===== src/rtl/jt9346_master.sv =====
// Serial command master for a 93C46-style EEPROM: turns one-cycle requests into
// start/opcode/address/data frames on sclk/sdi/scs and polls sdo for write completion.
module jt9346_master #(
  parameter int AW  = 6,
  parameter int DW  = 16,
  parameter int DIV = 4,
  parameter int TMO = 65535
) (
  input  logic          rst,
  input  logic          clk,
  input  logic          start,
  input  logic [2:0]    op,
  input  logic [AW-1:0] addr,
  input  logic [DW-1:0] wdata,
  output logic          busy,
  output logic          done,
  output logic [DW-1:0] rdata,
  output logic          err,
  output logic          sclk,
  output logic          sdi,
  output logic          scs,
  input  logic          sdo
);

  localparam int HW = 3 + AW;
  localparam int FW = HW + DW;
  localparam int PW = $clog2(FW + 1);
  localparam int CW = $clog2(DIV + 1);
  localparam int TW = $clog2(TMO + 1);

  typedef enum logic [2:0] {IDLE, SHIFT, CSLOW, WAIT, ENDCS, DONE} state_t;

  state_t        state_reg;
  logic [FW-1:0] tx_reg;
  logic [DW-1:0] rx_reg;
  logic [PW-1:0] pulse_reg, n_reg, pulse_inc;
  logic [CW-1:0] cnt_reg;
  logic [TW-1:0] tmo_reg;
  logic          read_cmd_reg, wait_cmd_reg;

  logic [1:0]    opc;
  logic [AW-1:0] afield;
  logic          has_data, is_read, is_wait;
  logic [FW-1:0] frame;

  // Frame decode; the 00-opcode group carries its sub-command in the top two address bits.
  always_comb begin
    opc      = 2'b00;
    afield   = addr;
    has_data = 1'b0;
    is_read  = 1'b0;
    is_wait  = 1'b0;
    case (op)
      3'd0: begin opc = 2'b10; is_read = 1'b1; end
      3'd1: begin opc = 2'b01; has_data = 1'b1; is_wait = 1'b1; end
      3'd2: begin opc = 2'b11; is_wait = 1'b1; end
      3'd3: afield = {2'b11, {(AW-2){1'b0}}};
      3'd5: begin afield = {2'b01, {(AW-2){1'b0}}}; has_data = 1'b1; is_wait = 1'b1; end
      3'd6: begin afield = {2'b10, {(AW-2){1'b0}}}; is_wait = 1'b1; end
      default: afield = {2'b00, {(AW-2){1'b0}}};
    endcase
    frame = {1'b1, opc, afield, has_data ? wdata : {DW{1'b0}}};
  end

  assign pulse_inc = pulse_reg + 1'b1;

  always_ff @(posedge clk) begin
    if (rst) begin
      state_reg    <= IDLE;
      busy         <= 1'b0;
      done         <= 1'b0;
      rdata        <= '0;
      err          <= 1'b0;
      sclk         <= 1'b0;
      sdi          <= 1'b0;
      scs          <= 1'b0;
      tx_reg       <= '0;
      rx_reg       <= '0;
      pulse_reg    <= '0;
      n_reg        <= '0;
      cnt_reg      <= '0;
      tmo_reg      <= '0;
      read_cmd_reg <= 1'b0;
      wait_cmd_reg <= 1'b0;
    end else begin
      done <= 1'b0;
      case (state_reg)
        IDLE: if (start) begin
          state_reg    <= SHIFT;
          busy         <= 1'b1;
          err          <= 1'b0;
          scs          <= 1'b1;
          sclk         <= 1'b0;
          sdi          <= 1'b1;
          tx_reg       <= {frame[FW-2:0], 1'b0};
          n_reg        <= (has_data || is_read) ? PW'(FW) : PW'(HW);
          read_cmd_reg <= is_read;
          wait_cmd_reg <= is_wait;
          cnt_reg      <= '0;
          pulse_reg    <= '0;
        end
        SHIFT: if (cnt_reg == CW'(DIV - 1)) begin
          cnt_reg <= '0;
          if (sclk) begin
            // End of a high phase: sample read data, then present the next bit on the falling edge.
            sclk      <= 1'b0;
            pulse_reg <= pulse_inc;
            if (read_cmd_reg && pulse_reg >= PW'(HW))
              rx_reg <= {rx_reg[DW-2:0], sdo};
            if (pulse_inc == n_reg) begin
              sdi <= 1'b0;
            end else begin
              sdi    <= tx_reg[FW-1];
              tx_reg <= {tx_reg[FW-2:0], 1'b0};
            end
          end else if (pulse_reg == n_reg) begin
            scs       <= 1'b0;
            state_reg <= CSLOW;
          end else begin
            sclk <= 1'b1;
          end
        end else begin
          cnt_reg <= cnt_reg + 1'b1;
        end
        // Non-wait commands hold chip select low one extra cycle before done.
        CSLOW: if (cnt_reg == (wait_cmd_reg ? CW'(DIV - 1) : CW'(DIV))) begin
          cnt_reg <= '0;
          if (wait_cmd_reg) begin
            state_reg <= WAIT;
            scs       <= 1'b1;
            tmo_reg   <= '0;
          end else begin
            state_reg <= DONE;
            done      <= 1'b1;
            busy      <= 1'b0;
            if (read_cmd_reg) rdata <= rx_reg;
          end
        end else begin
          cnt_reg <= cnt_reg + 1'b1;
        end
        WAIT: if (sdo || tmo_reg == TW'(TMO)) begin
          err       <= ~sdo;
          scs       <= 1'b0;
          cnt_reg   <= '0;
          state_reg <= ENDCS;
        end else if (tmo_reg != {TW{1'b1}}) begin
          tmo_reg <= tmo_reg + 1'b1;
        end
        ENDCS: if (cnt_reg == CW'(DIV - 1)) begin
          cnt_reg   <= '0;
          state_reg <= DONE;
          done      <= 1'b1;
          busy      <= 1'b0;
        end else begin
          cnt_reg <= cnt_reg + 1'b1;
        end
        DONE: state_reg <= IDLE;
        default: state_reg <= IDLE;
      endcase
    end
  end

endmodule

===== config.mk =====
export PLATFORM = sky130hd
export DESIGN_NAME = jt9346_master
export DESIGN_NICKNAME = d
export VERILOG_FILES = /design/src/rtl/jt9346_master.sv
export SDC_FILE = /design/constraint.sdc
export NUM_CORES = 1
export LEC_CHECK = 0
export ABC_AREA = 1
export BUFFER_PORTS_ARGS = -buffer_cell sky130_fd_sc_hd__buf_2
export CAP_MARGIN = 20
export CORE_UTILIZATION = 59
export CTS_BUF_LIST = sky130_fd_sc_hd__clkbuf_8 sky130_fd_sc_hd__clkbuf_16
export CTS_CLUSTER_SIZE = 25
export DETAILED_ROUTE_END_ITERATION = 10
export PLACE_DENSITY_LB_ADDON = 0.12
export SYNTH_ARGS = -nofsm -noshare
export SYNTH_HDL_FRONTEND = slang
export SYNTH_SLANG_ARGS = --single-unit

===== constraint.sdc =====
create_clock -name clk -period 2.1 [get_ports clk]
set_input_delay 0.42 -clock clk [delete_from_list [all_inputs] [get_ports clk]]
set_output_delay 0.42 -clock clk [all_outputs]
set_load 0.02 [all_outputs]

**Yosys cells after proc, flatten, opt, wreduce, memory -nomap -nowiden**

Cells that the tools add are included.
W data, S select, Z words.

- Register bits after elaboration: 97
- Input port bits: 29
- Output and inout port bits: 22
- Word-level logic and storage cells: 140

- Reduce and logical (&&, ||, !) cells: 27
- Bitwise logic cells: 2
- Eq/ne operators: 28
- Order comparisons: 1
- Muxes and demuxes: 63
- $add $sub $neg: 3

Operators by type and width:

| cell | count |
|---|---|
| $mux W25 | 4 |
| $mux W16 | 5 |
| $pmux W25 S2 | 1 |
| $mux W3 | 13 |
| $pmux W16 S2 | 1 |
| $ne A2 B2 Y1 const B | 13 |
| $mux W1 | 24 |
| $pmux W6 S4 | 1 |
| $mux W5 | 4 |
| $add A16 B1 Y16 const B | 1 |
| $eq A16 B16 Y1 const B | 1 |
| $ne A16 B16 Y1 const B | 1 |
| $eq A3 B2 Y1 const B | 5 |
| $pmux W3 S5 | 1 |
| $reduce_and A5 Y1 | 3 |
| $pmux W3 S4 | 1 |
| $reduce_and A4 Y1 | 3 |
| $eq A5 B5 Y1 | 2 |
| $pmux W5 S2 | 1 |
| $eq A3 B3 Y1 const B | 3 |
| $reduce_and A3 Y1 | 3 |
| $pmux W1 S2 | 4 |
| $reduce_and A8 Y1 | 1 |
| $reduce_bool A4 Y1 | 2 |
| 19 further kinds | 26 |

**Logic depth before layout (Yosys ltp)**

Gate-level depths: netlist of the first run.

- Depth in word-level cells: 6
- Mapped depth: 13

**Least setup slack after synthesis of the first run**

No wires, ideal clock.

- Path type: register to register
- From: register cnt_reg[0]
- To: register rx_reg[1]
- Path slack: 351 ps
- Cell stages (with the launch flop): 13
- Arrival time: 1634 ps
- Data required time: 1985 ps
- Period minus slack after synthesis: 1749 ps
- Path through: dfxtp_1 -> ha_1 -> ha_1 -> inv_1 -> nand3_1 -> nand2_2 -> a21oi_4 -> nand2_4 -> nor2_4 -> buf_4 -> nand3_1 -> nand2_1 -> nor2_1

- Word-level cells in the longest chain between the ends: 2

RTL lines:

| element | line | source |
|---|---|---|
| from (decl) | 37 | `logic [CW-1:0] cnt_reg;` |
| from (signal assigned) | 123 | `cnt_reg <= cnt_reg + 1'b1;` |
| from (signal assigned) | 139 | `cnt_reg <= cnt_reg + 1'b1;` |
| from (signal assigned) | 155 | `cnt_reg <= cnt_reg + 1'b1;` |
| $eq A3 B2 Y1 | 102 | `SHIFT: if (cnt_reg == CW'(DIV - 1)) begin` |
| $reduce_and A4 Y1 (no line) | - |  |
| to (signal assigned) | 109 | `rx_reg <= {rx_reg[DW-2:0], sdo};` |
| to (decl) | 35 | `logic [DW-1:0] rx_reg;` |

No other way between the ends.
A chain may end at the register's enable or synchronous reset.

**Worst setup path in the final report of the first run**

- From: register cnt_reg[0]
- To: register tx_reg[14]

- Word-level cells in the longest chain between the ends: 3

RTL lines:

| element | line | source |
|---|---|---|
| $eq A3 B2 Y1 | 102 |  |
| $ne A2 B2 Y1 (no line) | - |  |
| $reduce_and A5 Y1 (no line) | - |  |
| to (signal assigned) | 95 | `tx_reg <= {frame[FW-2:0], 1'b0};` |
| to (signal assigned) | 114 | `tx_reg <= {tx_reg[FW-2:0], 1'b0};` |
| to (decl) | 34 | `logic [FW-1:0] tx_reg;` |

No other way between the ends.

==> results.sh, run 1 <==
export IMPL_avgRoutedWirePerCell_um=12.2
export IMPL_vdd_ir_drop_max_mv=0.525
export IMPL_cts_sinks=93
export IMPL_nNetsFinal=833
export IMPL_final_core_util_pct=70.1
export IMPL_start_kind="flop"
export IMPL_ctsHoldBuffers=0
export IMPL_timing_final_ws_setup_ns=0.188
export IMPL_drive_gt1_share_pct=13.9
export IMPL_max_cap_viol_count=0
export IMPL_grt_pass1_wl_mm=19.2
export IMPL_internal_power_mw=3.33
export IMPL_dr_pass1_iters=5
export IMPL_num_fill_cells=700
export IMPL_layout_common_cells="nand2_1 (171), nor2_1 (110), dfxtp_1 (92)"
export IMPL_ys_seq_elements=93
export IMPL_vias_per_cell=5.31
export IMPL_die_w_um=93.0
export IMPL_switching_share_pct=42.2
export IMPL_wl_mm=11.1
export IMPL_syn_area_um2=4880
export IMPL_worstPathMaxFanout=26
export IMPL_clock_latency_ns=0.36
export IMPL_htreeDepth=3
export IMPL_combPwrFrac_pct=40.9
export IMPL_final_period_minus_worst_setup_slack_ns=1.91
export IMPL_postPlaceCellArea_um2=5310
export IMPL_portBuffers=50
export IMPL_die_height_um=93.0
export IMPL_holdCritPathClass="in2reg"
export IMPL_synth_cells=748
export IMPL_diodes=0
export IMPL_p_seq_share_pct=38.9
export IMPL_grt_max_degree=49
export IMPL_clk_path_buf_depth=2
export IMPL_initial_utilization_pct=62.2
export IMPL_globalRouteTotalUtil_pct=27.1
export IMPL_finalMaxSlewViolations=0
export IMPL_postCtsSetupBuffers=0
export IMPL_worst_slew_pin_slew_ns=0.488
export IMPL_antenna_found_initial=0
export IMPL_row_count=32
export IMPL_clockPowerShare_pct=20.2
export IMPL_syn_nets=783
export IMPL_io_pins=51
export IMPL_pre_cts_ws_ns=0.207
export IMPL_drt_initial_drc_count=264
export IMPL_max_freq_mhz=523
export IMPL_cp_cell_sequence="ha_1, ha_1, inv_1, nand3_1, nand2_2, a21oi_4, buf_12, nand2_4, inv_4, nor2_1, nor2_1"
export IMPL_cpMaxStageDelayCell="dfxtp_1"
export IMPL_p_leak_nw=2.44
export IMPL_finClkSkew_ns=0.0141
export IMPL_fin_tns_setup_ns=0
export IMPL_path_clk_slew_ns=0.10
export IMPL_rsz0062_at_grt="no"
export IMPL_cts_tree="done"
export IMPL_gp_congestion=0.903
export IMPL_wl_met1_mm=5.58
export IMPL_postSynthAreaPerCell_um2=6.53
export IMPL_dr_wl_met2_mm=4.88
export IMPL_fin_crit_sh_pct=91.0
export IMPL_die_area_um2=8650
export IMPL_ys_warn_count=0
export IMPL_num_vias=4807
export IMPL_fin_area_um2=5500
export IMPL_drc=0
export IMPL_slew_limit_headroom_pct=67.2
export IMPL_hpwl_mm=7.71
export IMPL_crit_arrival_ns=2.21
export IMPL_end_kind="flop"
export IMPL_switchingPower_mw=2.43
export IMPL_largest_reg_flops=24
export IMPL_status="completed"
export IMPL_pwr_density_cell_nw_per_um2=1050
export IMPL_root_buffer="clkbuf_8"
export IMPL_yosysSeqAreaShare_pct=38.1
export IMPL_slowest_delay_ns=0.39
export IMPL_final_hold_viol_count=0
export IMPL_syn2layout_area_growth_pct=12.7
export IMPL_cts_buffers=9
export IMPL_grt_overflow=0
export IMPL_highest_layer="met4"
export IMPL_synthDistinctLibCells=36
export IMPL_first_global_vias=4256
export IMPL_worstSetupPathType="reg2reg"
export IMPL_ant_nets=0
export IMPL_cp_required_ns=2.39
export IMPL_whs_ns=0.335
export IMPL_wl_met3_um=525
export IMPL_layout_commonest_cell="nand2_1"
export IMPL_core_um2=7850
export IMPL_finalSetupViolations=0
what timing repair did:
action,in CTS,in global routing
gates resized for setup,0,5
setup endpoints to repair,0,19
hold endpoints to repair,0,0
final cells by class:
| class | count | area (um^2) | area share [%] |
|---|---|---|---|
| multi-input cells | 536 | 2550 | 46.3 |
| well taps | 102 | 128 | 2.32 |
| repair buffers | 75 | 463 | 8.41 |
| inverters | 83 | 317 | 5.75 |
| clock inverters | 7 | 62.6 | 1.14 |
| flip-flops and latches | 93 | 1860 | 33.9 |
| clock buffers | 9 | 124 | 2.25 |
cell families after synthesis:
group | share of synthesized area [%]
buffers and inverters | 9.99
multiplexers | 0.205
flip-flops | 38.1
XOR/XNOR | 1.79
adder cells (fa/ha/maj) | 1.54
AND/OR/NAND/NOR | 34.5
AO/OA/AOI/OAI | 13.8
worst paths after layout:
kind	from	end	slack, ns	cells past startpoint
min reg2reg	rdata[13]	rdata[13]	0.45	2
max	cnt_reg[0]	tx_reg[14]	0.19	11
min	wdata[0]	tx_reg[1]	0.34	3
max reg2reg	cnt_reg[0]	tx_reg[14]	0.19	11
cells in the mapped netlist, drive strengths merged:
library cell	instances	share of area (%)
nand2	177	14
nor2	115	9.5
dfxtp	93	38
inv	82	6.4
nand3	76	7.9
a21oi	68	7.2
o21ai	56	5.7
clkbuf	19	1.5
buf	17	2.1
nand4	12	1.5
xor2	9	1.6
ha	6	1.5
nand3b	4	0.61
nor3	3	0.54
a22oi	2	0.31
nor4	2	0.26
a211oi	1	0.15
a31oi	1	0.13
clkinv	1	0.077
mux2i	1	0.20
o211ai	1	0.15
o31ai	1	0.15
xnor2	1	0.18
metrics by stage:
step	instances	power, mW
floorplan	748	4.02
detailed placement	889	4.59
finish	905	5.75
CTS	905	5.75
global route	905	6.22
global placement	889	4.53
power groups by stage:
stage          clock network (mW)  logic (mW)  registers (mW)
5_1_grt                      1.25        2.69            2.28
2_1_floorplan                   0        1.75            2.26
6_report                     1.16        2.36            2.24
3_3_place_gp                    0        2.27            2.26
4_1_cts                      1.19        2.34            2.23
3_5_place_dp                    0        2.32            2.27
worst max-delay path, delay by kind of cell (launching register included):
kind | cells | cell delay [ns]
buffers and inverters | 3 | 0.46
AND/OR/NAND/NOR | 5 | 0.46
flip-flops | 1 | 0.39
adder cells (fa/ha/maj) | 2 | 0.34
AO/OA/AOI/OAI | 1 | 0.19
metal layers:
layer,GRT usage [%],up-vias
li1,-,2511
met1,37.7,2173
met2,43.3,117
met3,5.12,6
met4,6.54,0
met5,0,-
No activity file was read; power rests on OpenSTA's default activity.
==> inputs of run 2 (changes only) <==
--- a/config.mk
+++ b/config.mk
@@ -5,10 +5,11 @@
 export SDC_FILE = /design/constraint.sdc
 export NUM_CORES = 1
 export LEC_CHECK = 0
-export ABC_AREA = 1
 export BUFFER_PORTS_ARGS = -buffer_cell sky130_fd_sc_hd__buf_2
 export CAP_MARGIN = 20
-export CORE_UTILIZATION = 59
+export CELL_PAD_IN_SITES_DETAIL_PLACEMENT = 0
+export CELL_PAD_IN_SITES_GLOBAL_PLACEMENT = 1
+export CORE_UTILIZATION = 44
 export CTS_BUF_LIST = sky130_fd_sc_hd__clkbuf_8 sky130_fd_sc_hd__clkbuf_16
 export CTS_CLUSTER_SIZE = 25
 export DETAILED_ROUTE_END_ITERATION = 10
==> run 2 against run 1 <==
Fmax fell by 2.1%. Global-route usage fell by 7.6 points. Synthesized cell count fell by 25%. Final area rose by 0.84%. Register-to-register slack got worse by 0.04 ns. Wire length fell by 5.1%. Highest routed layer unchanged. Setup slack got worse by 0.041 ns. Combinational power fell by 68%.
==> results.sh, run 2 <==
export IMPL_status="completed"
export IMPL_syn_nets=595
export IMPL_rsz0062_at_grt="no"
export IMPL_finClkSkew_ns=0.0123
export IMPL_fin_tns_setup_ns=0
export IMPL_p_leak_nw=2.28
export IMPL_p_seq_share_pct=47.1
export IMPL_hpwl_mm=7.48
export IMPL_synth_ff_type="dfxtp_1"
export IMPL_synth_edf_count=0
export IMPL_max_cap_viol_count=0
export IMPL_initial_utilization_pct=45.5
export IMPL_combPwrFrac_pct=18.9
export IMPL_yosysTopAreaCell="dfxtp_1"
export IMPL_grtUsageMet3_pct=3.83
export IMPL_postSynthAreaPerCell_um2=8.42
export IMPL_row_count=37
export IMPL_synthTopCellsByArea="dfxtp_1 (39%), nand2_1 (6.1%), a21oi_1 (5.9%), nor2_1 (4.4%), mux2i_1 (3.6%)"
export IMPL_first_global_vias=3743
export IMPL_start_kind="flop"
export IMPL_synth_top_cell_area_share_pct=39.5
export IMPL_die_area_um2=11100
export IMPL_pwr_density_cell_nw_per_um2=726
export IMPL_syn2layout_area_growth_pct=17.7
export IMPL_r2r_slack_ns=0.15
export IMPL_num_vias=4105
export IMPL_end_kind="flop"
export IMPL_clockPowerShare_pct=34.0
export IMPL_switchingPower_mw=1.17
export IMPL_diodes=0
export IMPL_syn_area_um2=4710
export IMPL_top_usage_layer="met2"
export IMPL_min_delay_start="sdo"
export IMPL_grt_overflow=0
export IMPL_hold_path_endpoint="rx_reg[0]"
export IMPL_synth_most_common_cell="dfxtp_1"
export IMPL_ant_nets=0
export IMPL_final_hold_viol_count=0
export IMPL_portBuffers=50
export IMPL_internal_power_mw=2.86
export IMPL_switching_share_pct=29.1
export IMPL_finalMaxSlewViolations=0
export IMPL_drt_initial_drc_count=237
export IMPL_globalRouteTotalUtil_pct=19.4
export IMPL_finalSetupViolations=0
export IMPL_ys_warn_count=0
export IMPL_whs_ns=0.347
export IMPL_ys_top_cells_by_count="dfxtp_1 (93), nand2_1 (77), a21oi_1 (56)"
export IMPL_worstPathMaxFanout=12
export IMPL_antenna_found_initial=0
export IMPL_drc=0
export IMPL_r2r_start="state_reg[1]"
export IMPL_ys_async_sr_fraction_pct=0
export IMPL_pre_cts_ws_ns=0.0587
export IMPL_vdd_ir_drop_max_mv=0.383
export IMPL_cts_sinks=93
export IMPL_clk_path_buf_depth=2
export IMPL_clock_latency_ns=0.37
export IMPL_ctsHoldBuffers=0
export IMPL_die_w_um=106
export IMPL_root_buffer="clkbuf_8"
export IMPL_hold_depth=3
export IMPL_avgRoutedWirePerCell_um=13.7
export IMPL_gp_congestion=0.838
export IMPL_fin_crit_sh_pct=93.0
export IMPL_grt_pass1_wl_mm=17.5
export IMPL_wl_mm=10.5
export IMPL_holdCritPathClass="in2reg"
export IMPL_nNetsFinal=659
export IMPL_core_um2=10400
export IMPL_final_period_minus_worst_setup_slack_ns=1.95
export IMPL_grt_max_degree=43
export IMPL_vias_per_cell=5.37
export IMPL_synthDistinctLibCells=66
export IMPL_cts_tree="done"
export IMPL_ys_seq_elements=93
export IMPL_drive_gt1_share_pct=23.7
export IMPL_grt_use_met1_pct=25.8
export IMPL_synth_cells=560
export IMPL_reg2reg_depth=9
export IMPL_largest_reg_flops=24
export IMPL_dr_pass1_iters=4
export IMPL_worst_slew_pin_slew_ns=0.553
export IMPL_met2_usage_pct=30.8
export IMPL_crit_arrival_ns=2.22
export IMPL_final_core_util_pct=53.5
export IMPL_layout_commonest_cell="dfxtp_1"
export IMPL_htreeDepth=3
export IMPL_cts_buffers=9
export IMPL_cp_required_ns=2.36
export IMPL_r2r_end="tx_reg[22]"
export IMPL_path_clk_slew_ns=0.10
export IMPL_worstSetupPathType="reg2reg"
export IMPL_layout_common_cells="dfxtp_1 (90), nand2_1 (77), a21oi_1 (56)"
export IMPL_slew_limit_headroom_pct=63.2
export IMPL_max_freq_mhz=512
export IMPL_io_pins=51
export IMPL_yosysSeqAreaShare_pct=39.5
export IMPL_timing_final_ws_setup_ns=0.147
export IMPL_die_height_um=106
## run 2: changes by cell type after synthesis, sizes merged, moves of 16 or more
cell / delta
nor2b: +26
mux2i: +16
nor2: -60
nand2: -100
o21ai: -44
nand3: -44
mux2: +23
inv: -71
## run 2: critical path, cell delays in order, from the launching register on
cell and delay (ns):
dfxtp_1 0.42, buf_12 0.19, buf_4 0.14, nor3b_4 0.27
buf_4 0.21, buf_4 0.13, a221oi_1 0.05, a21oi_1 0.14
nor2_1 0.06, mux2_4 0.27
## run 2: what timing repair did
action	CTS	global route
resized for setup	0	8
endpoints found under the hold margin	0	0
setup endpoints to repair	0	44
setup buffers	0	0
## run 2: per-layer routing
metal / wire length, um / vias to the layer above
li1: - / 2112
met1: 5190 / 1916
met2: 4820 / 64
met3: 324 / 13
met4: 163 / 0
met5: 0 / -
## run 2: worst max path at each step
stage	from	endpoint	slack, ns	cells past startpoint
global route	pulse_reg[3]	tx_reg[12]	0.005	6
CTS	pulse_reg[1]	tx_reg[14]	0.04	6
floorplan	cnt_reg[0]	tx_reg[15]	0.14	8
global placement	pulse_reg[1]	tx_reg[9]	0.11	6
detailed placement	pulse_reg[1]	tx_reg[14]	0.06	6
finish	state_reg[1]	tx_reg[22]	0.15	9
## run 2: cells by family (layout without fill, tap and decap cells)
kind of cell    after synthesis  in the layout  share of synthesized area, %
simple gates                244            244                          25.5
compound gates              121            121                          17.4
flops                        93             93                          39.5
buf+inv                      49            118                          4.91
mux                          40             40                          9.82
xor+xnor                      7              7                          1.30
fa+ha+maj                     6              6                          1.59
## run 2: power groups by stage
stage	sequential, mW	combinational, mW	clock [mW]
6_report	1.90	0.762	1.37
5_1_grt	1.90	0.845	1.48
4_1_cts	1.89	0.760	1.41
3_5_place_dp	1.93	0.759	0
3_3_place_gp	1.93	0.748	0
2_1_floorplan	1.93	0.489	0
## run 2: area by class of cell
class,instances,area (um^2)
clock inverters,7,103
flip-flops and latches,93,1870
multi-input cells,418,2650
inverters,11,41.3
clock buffers,9,124
fillers,1001,4820
repair buffers,91,596
well taps,136,170
## run 2: per-stage QoR
stage,power [mW],instance area (um^2),std cells
floorplan,2.42,4710,560
global placement,2.68,5300,749
detailed placement,2.69,5300,749
CTS,4.06,5520,765
global route,4.23,5550,765
finish,4.03,5550,765
==> inputs of run 3 (changes only) <==
--- a/config.mk
+++ b/config.mk
@@ -9,10 +9,12 @@
 export CAP_MARGIN = 20
 export CELL_PAD_IN_SITES_DETAIL_PLACEMENT = 0
 export CELL_PAD_IN_SITES_GLOBAL_PLACEMENT = 1
-export CORE_UTILIZATION = 44
+export CORE_UTILIZATION = 40
 export CTS_BUF_LIST = sky130_fd_sc_hd__clkbuf_8 sky130_fd_sc_hd__clkbuf_16
 export CTS_CLUSTER_SIZE = 25
 export DETAILED_ROUTE_END_ITERATION = 10
+export GPL_TIMING_DRIVEN = 0
+export MAX_ROUTING_LAYER = met4
 export PLACE_DENSITY_LB_ADDON = 0.12
 export SYNTH_ARGS = -nofsm -noshare
 export SYNTH_HDL_FRONTEND = slang
==> constraint.sdc (replaced) <==
create_clock -name clk -period 1.6 [get_ports clk]
set_input_delay 0.32 -clock clk [delete_from_list [all_inputs] [get_ports clk]]
set_output_delay 0.32 -clock clk [all_outputs]
set_load 0.02 [all_outputs]
==> run 3 against run 2 <==
The run now ends with setup timing left. Power is 51% higher. Non-clock buffer count grew 49. Via count up 7.5%. Sequential cell count is the same. Clock power is 64% higher.
==> results.sh, run 3 (synthesis results as in run 2) <==
export IMPL_finalMaxSlewViolations=0
export IMPL_portBuffers=48
export IMPL_status="finished, violations left"
export IMPL_globalRouteTotalUtil_pct=21.1
export IMPL_nNetsFinal=709
export IMPL_layout_commonest_cell="dfxtp_1"
export IMPL_failed_checks="setup timing"
export IMPL_dr_pass1_iters=4
export IMPL_pre_cts_ws_ns=-0.489
export IMPL_path_depth=8
export IMPL_clk_path_buf_depth=2
export IMPL_finClkSkew_ns=0.00598
export IMPL_p_leak_nw=2.65
export IMPL_start_kind="flop"
export IMPL_pwr_density_cell_nw_per_um2=913
export IMPL_timing_final_ws_setup_ns=-0.386
export IMPL_io_pins=51
export IMPL_hold_path_endpoint="rx_reg[0]"
export IMPL_num_vias=4413
export IMPL_syn2layout_area_growth_pct=41.3
export IMPL_diodes=0
export IMPL_die_w_um=111
export IMPL_htreeDepth=3
export IMPL_grt_max_degree=17
export IMPL_hold_depth=3
export IMPL_cts_tree="done"
export IMPL_r2r_start="pulse_reg[3]"
export IMPL_cts_sinks=93
export IMPL_first_global_vias=4142
export IMPL_gp_congestion=0.828
export IMPL_crit_arrival_ns=2.23
export IMPL_max_freq_mhz=504
export IMPL_initial_utilization_pct=41.1
export IMPL_ant_nets=0
export IMPL_hpwl_mm=8.33
export IMPL_die_area_um2=12200
export IMPL_cts_buffers=9
export IMPL_path_clk_slew_ns=0.06
export IMPL_root_buffer="clkbuf_16"
export IMPL_worstPathMaxFanout=5
export IMPL_fin_area_um2=6660
export IMPL_final_period_minus_worst_setup_slack_ns=1.99
export IMPL_num_fill_cells=1026
export IMPL_worstSetupPathType="reg2reg"
export IMPL_wl_mm=13.0
export IMPL_layout_common_cells="dfxtp_1 (77), nand2_1 (73), a21oi_1 (52)"
export IMPL_cp_top_family="compound AO/OA/AOI/OAI gates"
export IMPL_final_hold_viol_count=0
export IMPL_holdCritPathClass="in2reg"
export IMPL_postPlaceCellArea_um2=5250
export IMPL_reg2reg_depth=8
export IMPL_row_count=39
export IMPL_cp_cell_sequence="buf_6, a21boi_4, o41ai_4, o2111ai_2, o21bai_4, buf_12, buf_4, mux2_2"
export IMPL_drt_initial_drc_count=231
export IMPL_path_buf_inv=3
export IMPL_max_cap_viol_count=0
export IMPL_fin_crit_sh_pct=124
export IMPL_vdd_ir_drop_max_mv=0.563
export IMPL_finalSetupViolations=59
export IMPL_grt_pass1_wl_mm=20.1
export IMPL_r2r_end="tx_reg[3]"
export IMPL_drc=0
export IMPL_clock_latency_ns=0.35
export IMPL_worst_slew_pin_slew_ns=0.630
export IMPL_end_kind="flop"
export IMPL_die_height_um=111
export IMPL_antenna_found_initial=0
export IMPL_slew_limit_headroom_pct=58.0
export IMPL_r2r_slack_ns=-0.39
export IMPL_grt_overflow=0
export IMPL_cpMaxStageDelayCell="mux2_2"
export IMPL_avgRoutedWirePerCell_um=15.8
export IMPL_largest_reg_flops=24
export IMPL_vias_per_cell=5.37
export IMPL_cp_required_ns=1.84
export IMPL_min_delay_start="sdo"
export IMPL_core_um2=11500
export IMPL_rsz0062_at_grt="yes"
export IMPL_drive_gt1_share_pct=38.1
export IMPL_slowest_delay_ns=0.33
==> run 3: cell types whose count changed in the layout (fill, tap and decap cells not counted), sizes merged <==
cell / change
buf: +27
and3: +1
bufinv: -1
clkbuf: +24
inv: -4
clkinvlp: +1
clkinv: +2
==> run 3: metrics by stage <==
stage               power, mW  setup TNS, ns  hold slack (ns)  util [%]  std cells
floorplan                3.22          -6.92            0.432         -        560
global placement         3.47         -29.04            0.441      45.8        751
detailed placement       3.48         -32.03            0.447      45.8        751
CTS                      5.94         -13.58            0.289      54.2        799
global route             6.36         -17.92            0.299      58.1        822
finish                   6.08         -13.82            0.296      58.1        822
==> run 3: routing by layer <==
| metal | vias up | global-route usage, % | wire, um |
|---|---|---|---|
| met2 | 67 | 33.7 | 6240 |
| met4 | 0 | 8.44 | 260 |
| li1 | 2213 | - | - |
| met1 | 2112 | 26.2 | 6120 |
| met3 | 21 | 3.84 | 376 |
| met5 | - | - | 0 |
==> run 3: worst max path at each step <==
stage | end | start | slack, ns
2_1_floorplan | tx_reg[15] | pulse_reg[3] | -0.24
3_3_place_gp | tx_reg[13] | pulse_reg[3] | -0.46
3_5_place_dp | tx_reg[13] | pulse_reg[3] | -0.49
4_1_cts | tx_reg[7] | pulse_reg[3] | -0.42
5_1_grt | tx_reg[14] | pulse_reg[2] | -0.46
6_report | tx_reg[3] | pulse_reg[3] | -0.39
==> run 3: report_power, final <==
part           total, mW  leakage [nW]  internal [mW]  switching (mW)
combinational       1.35          1.74          0.629           0.724
sequential          2.49         0.763           2.40          0.0837
clock               2.24         0.148           1.30           0.943
==> run 3: layout make-up <==
cell class / count / area (um^2) / area share [%]
inverter: 11 / 41.3 / 0.620
tap: 143 / 179 / 2.69
buffer: 33 / 239 / 3.59
clock inverter: 5 / 58.8 / 0.883
sequential: 93 / 1910 / 28.6
multi-input combinational: 419 / 3130 / 47.1
clock buffer: 11 / 253 / 3.79
timing repair buffer: 107 / 850 / 12.8
==> run 3: worst reg2reg max path: stages (launching register included) <==
cell and delay (ns):
dfxtp_2 0.32, buf_6 0.12, a21boi_4 0.13, o41ai_4 0.30
o2111ai_2 0.21, o21bai_4 0.17, buf_12 0.14, buf_4 0.14
mux2_2 0.33
==> run 3: what timing repair did <==
action / in CTS / in global routing
pin swaps: 37 / 34
resized for setup: 84 / 65
hold buffers: 0 / 0
buffers inserted: 33 / 23
endpoints found under the setup margin: 88 / 89
cloned: 2 / 3
